==> src/rtl/adder_arbiter.sv <==
// Round-robin share of one W-bit adder between two requesters; result valid 2 cycles after the request handshake.
// One op in flight at a time; a stalled response holds the block in RESP and blocks all new grants.
module adder_arbiter #(
   parameter int W     = 6,
   parameter int CNT_W = 8
) (
   input  logic             clk,
   input  logic             rst_n,
   input  logic             req0_valid,
   output logic             req0_ready,
   input  logic [W-1:0]     req0_x,
   input  logic [W-1:0]     req0_y,
   input  logic             req1_valid,
   output logic             req1_ready,
   input  logic [W-1:0]     req1_x,
   input  logic [W-1:0]     req1_y,
   output logic             resp0_valid,
   input  logic             resp0_ready,
   output logic [W-1:0]     resp0_sum,
   output logic             resp0_ov,
   output logic             resp1_valid,
   input  logic             resp1_ready,
   output logic [W-1:0]     resp1_sum,
   output logic             resp1_ov,
   output logic [CNT_W-1:0] ov_count,
   output logic             busy
);

   typedef enum logic [1:0] {IDLE, CALC, RESP} state_t;

   state_t         state, state_nxt;
   logic           ptr;
   logic           g;
   logic [W-1:0]   x_r, y_r;
   logic [W-1:0]   sum_r;
   logic           ov_r;
   logic           gnt;
   logic           hs;
   logic           resp_hs;
   logic [W-1:0]   add_sum;
   logic           add_ov;

   // ptr only matters when both requesters compete
   assign gnt = req1_valid & (~req0_valid | ptr);

   assign req0_ready = rst_n & (state == IDLE) & req0_valid & ~gnt;
   assign req1_ready = rst_n & (state == IDLE) & req1_valid & gnt;
   assign hs         = (req0_valid & req0_ready) | (req1_valid & req1_ready);
   assign resp_hs    = g ? resp1_ready : resp0_ready;

   assign {add_ov, add_sum} = {1'b0, x_r} + {1'b0, y_r};

   assign resp0_valid = (state == RESP) & ~g;
   assign resp1_valid = (state == RESP) & g;
   assign resp0_sum   = sum_r;
   assign resp1_sum   = sum_r;
   assign resp0_ov    = ov_r;
   assign resp1_ov    = ov_r;
   assign busy        = (state != IDLE);

   always_ff @(posedge clk) begin
      if (!rst_n) state <= IDLE;
      else        state <= state_nxt;
   end

   always_comb begin
      state_nxt = state;
      case (state)
         IDLE:    if (hs) state_nxt = CALC;
         CALC:    state_nxt = RESP;
         RESP:    if (resp_hs) state_nxt = IDLE;
         default: state_nxt = IDLE;
      endcase
   end

   always_ff @(posedge clk) begin
      if (!rst_n) begin
         ptr      <= 1'b0;
         g        <= 1'b0;
         x_r      <= '0;
         y_r      <= '0;
         sum_r    <= '0;
         ov_r     <= 1'b0;
         ov_count <= '0;
      end else begin
         case (state)
            IDLE: if (hs) begin
               g   <= gnt;
               x_r <= gnt ? req1_x : req0_x;
               y_r <= gnt ? req1_y : req0_y;
            end
            CALC: begin
               sum_r <= add_sum;
               ov_r  <= add_ov;
               if (add_ov && (ov_count != '1)) ov_count <= ov_count + CNT_W'(1);
            end
            RESP: if (resp_hs) ptr <= ~g;
            default: ;
         endcase
      end
   end

endmodule
==> config.mk <==
export PLATFORM = sky130hd
export DESIGN_NAME = adder_arbiter
export DESIGN_NICKNAME = d
export VERILOG_FILES = /design/src/rtl/adder_arbiter.sv
export SDC_FILE = /design/constraint.sdc
export NUM_CORES = 1
export LEC_CHECK = 0
export BUFFER_PORTS_ARGS = -buffer_cell sky130_fd_sc_hd__buf_4
export CORE_MARGIN = 5
export CORE_UTILIZATION = 45
export CTS_CLUSTER_DIAMETER = 80
export DETAILED_ROUTE_END_ITERATION = 8
export GPL_TIMING_DRIVEN = 0
export PLACE_DENSITY = 0.8
export RECOVER_POWER = 100
export SLEW_MARGIN = 10
export SYNTH_ARGS = -nofsm -noshare
export SYNTH_HDL_FRONTEND = slang
export SYNTH_SLANG_ARGS = --single-unit
==> constraint.sdc <==
create_clock -name clk -period 2.2 [get_ports clk]
set_clock_uncertainty 0.2 [all_clocks]
set_input_delay 0.22 -clock clk [delete_from_list [all_inputs] [get_ports clk]]
set_output_delay 0.22 -clock clk [all_outputs]
set_load 0.01 [all_outputs]
Yosys cells after proc, flatten, opt, wreduce, memory -nomap -nowiden

Index checks and enable logic that the tools add are counted.

Mux-type cells: 6
$add $sub $neg: 2
Shift-type cells: 0
Bitwise logic cells: 15
Reduce and logical (&&, ||, !) cells: 7
Magnitude comparators: 0
Multipliers: 0
Equality and inequality tests: 5
Divide/modulo/power cells: 0

Operator list:

| cell                                          | number |
|---|---|
| two-way mux 6 bit                             | 2 |
| bitwise AND 1 bit                             | 10 |
| adder 8 x 1 -> 8 bit, second input constant   | 1 |
| != test 8 bit, second input constant          | 1 |
| AND reduction 2 bit                           | 4 |
| adder 6 x 6 -> 7 bit                          | 1 |
| case mux 2 bit (3 select lines)               | 1 |
| two-way mux 2 bit                             | 2 |
| != test 2 bit, second input constant          | 2 |
| NOT 1 bit                                     | 3 |
| == test 2 x 1 -> 1 bit, second input constant | 1 |
| == test 2 bit, second input constant          | 1 |
| logical NOT 2 bit                             | 1 |
| OR 1 bit                                      | 2 |
| nonzero test 2 bit                            | 1 |
| logical AND 1 bit                             | 1 |
| two-way mux 1 bit                             | 1 |

Latch bits: 0
Output and inout port bits: 27
Input bits: 30
Bits in registers: 31
RAM bits: 0
Memories kept: 0
Bits in read-only memories: 0

Logic depth before layout (Yosys ltp)

Word-level depth: 9
Depth in mapped cells: 9

Least setup slack after synthesis

OpenSTA, ideal clock, no wires.

Path kind: reg-to-reg
Start: register x_r[0]
End: register ov_count[2]
Cell stages (with the launch flop): 10
Data required time: 1865 ps
Arrival time: 1860 ps
Path slack: 5 ps
Buffers on the path: 1
Cells stage by stage: dfxtp_1 -> ha_1 -> inv_1 -> fa_1 -> nand2b_1 -> a21oi_2 -> o21ai_2 -> buf_2 -> o311ai_0 -> o41ai_1

Longest elaborated chain between the ends: 3

Ends and longest elaborated chain:

| item                                 | line | source |
|---|---|---|
| start: declaration                   | 34   | `logic [W-1:0] x_r, y_r;` |
| start signal: assignment             | 89   | `x_r <= gnt ? req1_x : req0_x;` |
| adder 6 x 6 -> 7 bit                 | 51   | `assign {add_ov, add_sum} = {1'b0, x_r} + {1'b0, y_r};` |
| logical AND 1 bit                    | 95   | `if (add_ov && (ov_count != '1)) ov_count <= ov_count + CNT_W'(1);` |
| AND reduction 2 bit (no source line) | n/a  |  |
| end signal: assignment               | 95   |  |
| end: declaration                     | 25   | `output logic [CNT_W-1:0] ov_count,` |

No other way between the ends.
A chain may end at the register's enable or synchronous reset.

Worst setup path in the final report

Start: register y_r[0]
End: register ov_count[4]

Longest elaborated chain between the ends: 3

Ends and longest elaborated chain:

| item                                 | line | source |
|---|---|---|
| start: declaration                   | 34   |  |
| start signal: assignment             | 90   | `y_r <= gnt ? req1_y : req0_y;` |
| adder 6 x 6 -> 7 bit                 | 51   |  |
| logical AND 1 bit                    | 95   |  |
| AND reduction 2 bit (no source line) | n/a  |  |

No other way between the ends.

==> impl_results.md <==
* Final critical-path required period at 2190 ps
* # clock sinks at 31
* TritonCTS clock tree: built
* Synth cell types at 37
* Antenna violations before repair at 0
* Number of global-route vias before repair at roughly 1500
* WP depth at 8
* Mux contribution to synthesized area at under 10%
* Register bit total from synthesis at 31
* Post-DP HPWL at approximately 3000 um
* Post-synth EDFFs at 0
* CP arrival at between 2000 and 2500 ps
* Critical path, cell by cell: ha_4 -> inv_2 -> fa_2 -> nand2b_4 -> a21oi_4 -> o21ai_4 -> or4_4 -> a21oi_2
* Simple-gate share of the synthesized area at 19.0%
* Post-layout util at approximately 65%
* Main synth FF type: dfxtp_1
* Clock Root Buffer: clkbuf_8
* Total power at between 1 and 1.5 mW
* Fmax at ~460 MHz
* Routed Wire Length at 4140 um
* CP Capture Type: register
* Critical path's slowest cell: or4_4
* Post-Synth XOR/XNOR Area at under 10%
* Die H at 70.8 um
* RSZ-0062 raised after global routing: yes
* PortBufs at 56
* Dpl cells at slightly below 300
* Num ports at 57
* GRT Residual Overflow at 0
* Largest family of logic cells by synthesized area: compound AO/OA/AOI/OAI gates
* Commonest non-fill, non-tap cells in the layout: buf_4 (51), dfxtp_1 (29), nor2_1 (21)
* Endpoints failing setup at 0
* Static leakage at 1.04 nW
* Final std cells w/o fill at roughly 310
* Die X at ~71 um
* Hold path depth at 4
* Largest net degree at the start of global routing at 11
* Worst reg-to-reg path cell count at 8
* Skew-Pair Late Insertion Delay at 290 ps
* DRC at 0
* Drt pass-1 iters at 4
* Synth Net Count at around 230
* Area growth syn-to-layout at 40.2%
* Asr flop ratio synth at 0%
* Worst VDD drop at approximately 0.43 mV
* Gr usage total at roughly 16%
* Max-slew headroom at 62.0%
* Via density at between 5 and 6
* Power Density at slightly above 600 nW/um2
* Final Wtd Congestion at 0.765
* WP buf/inv at 1
* Routed Antenna Nets at 0
* Reported max-cap violation count at 0
* Most common cell after layout, fill and taps aside: buf_4
* # diodes at 0
* Gate Count Post-Synth at 193
* Max clock buf depth at 2
* Least-Margin Pin Slew at about 570 ps
* Final hold violation count at 0
* Final WS setup at between 7 and 8 ps
* Std-Cell Rows at 22
* DR WL/cell at ~13 um
* Slowest Stage Delay on Critical Path at about 500 ps
* H-tree depth at 2
* Post-Place Worst Slack at -228 ps
* Post-synthesis compound-gate area fraction at slightly below 20%
* Tcrit/Tclk final at between 90% and 100%
* First-pass GRT wire length at roughly 6500 um
* Sequential area share after synthesis at a little under two fifths
* Critical path required time at 2220 ps
* Synth warn at 0
* Crit path kind: reg2reg
* Post-cts hold buffer count at 0
* Dominant delay contributor by cell family on the critical path: simple AND/OR/NAND/NOR gates
* Layout cells sized above 1 at between 30% and 40%
* Initial Util at ~46%
* Initial DRC Count at ~110
* Largest fanout on the critical path at 8
* Clock slew at reported path FFs at roughly 60 ps
* Type of origin of the critical path: register
* Fill count at 335
* Adder-cell area share of the yosys netlist at 6.48%
* Syn_area_per_cell at about 8.6 um2
* Status: completed
* NumNets Final at 300
* Max-slew violations at 0
* Core area at ~3600 um2
* Worst hold path type: in2reg
* CTS Buf Count at 5
* Die area at approximately 5000 um2
* Via count at 1645
* Synth Cell Area at approximately 1700 um2
cell families (layout without fill, tap and decap cells):
family | Yosys count | after routing
adder cells (fa/ha/maj) | 8 | 8
buffers and inverters | 27 | 97
AO/OA/AOI/OAI | 49 | 49
XOR/XNOR | 2 | 2
multiplexers | 13 | 13
AND/OR/NAND/NOR | 63 | 63
flip-flops | 31 | 31
synth_stat cells (all sizes together), types with 2 or more instances:
| cell type | number | share of area, % |
|---|---|---|
| a21oi | 16 | 5.0 |
| and3 | 4 | 1.5 |
| xor2 | 2 | 1.1 |
| nor2b | 3 | 1.1 |
| o41ai | 4 | 2.1 |
| o311ai | 3 | 1.6 |
| inv | 9 | 2.0 |
| buf | 13 | 5.3 |
| or4 | 3 | 1.4 |
| nand2b | 5 | 1.9 |
| dfxtp | 31 | 37 |
| ha | 7 | 5.3 |
| nand2 | 10 | 2.3 |
| nor2 | 22 | 5.1 |
| clkbuf | 4 | 0.90 |
| a211oi | 13 | 5.9 |
| o31ai | 2 | 0.90 |
| o21ai | 7 | 2.6 |
| nand3 | 9 | 2.7 |
| mux2i | 13 | 7.8 |
path summary, 6_finish.rpt:
kind	from	end	slack, ps
worst max-delay path	y_r[0]$_SDFFE_PN0P_	ov_count[4]$_SDFFE_PN0P_	8
worst min-delay path	resp1_ready	ptr$_SDFFE_PN0P_	50
worst max register to register	y_r[0]$_SDFFE_PN0P_	ov_count[4]$_SDFFE_PN0P_	8
worst min register to register	resp0_ov$_SDFFE_PN0P_	resp0_ov$_SDFFE_PN0P_	280
power by group:
group / switching [mW] / internal [mW]
clock: 0.208 / 0.285
sequential: 0.0292 / 0.602
combinational: 0.156 / 0.156
final cells by class:
cell class / count / area [um2] / area share (%)
timing repair buffer: 62 / 409 / 17.6
multi-input combinational: 135 / 991 / 42.5
sequential: 31 / 623 / 26.7
inverter: 10 / 37.5 / 1.61
buffer: 17 / 109 / 4.67
tap: 48 / 60.1 / 2.58
clock buffer: 8 / 100 / 4.30
per-stage QoR:
step / cell area, um2 / hold WS [ps] / setup TNS [ps]
after floorplan: 1660 / 207 / 0
after global placement: 2140 / 262 / -566
after detailed placement: 2140 / 279 / -807
after CTS: 2300 / 60.3 / 0
after global routing: 2330 / 83.9 / -251
final: 2330 / 51.3 / 0
flip-flops by register name, indices dropped and copies added, names as in the netlist:
register / flops
ov_count: 8
resp0_sum: 6
x_r: 6
y_r: 6
state: 2
g: 1
ptr: 1
resp0_ov: 1
layer usage:
layer  track usage (%)  vias to the layer above  routed length [um]  share of wire [%]
met3              6.11                       10                 303                7.3
met4              6.05                        0                 104                2.5
met1              17.6                      747                1730                 42
met5                 0                        -                   0                  0
li1                  -                      827                   -                  -
met2              28.0                       61                2000                 48
worst min-delay path: cells and delay by family:
kind                   cells  cell delay [ps]
and+or+nand+nor            2              120
buffers and inverters      1              110
AOI/OAI and AO/OA          1               60
what timing repair did:
item,CTS,global route
setup endpoints to repair,8,7
buffers inserted,2,4
gates cloned,0,0
endpoints found under the hold margin,0,0
pin swaps,5,7
gates resized for setup,10,11
(Power assumes the default switching activity.)
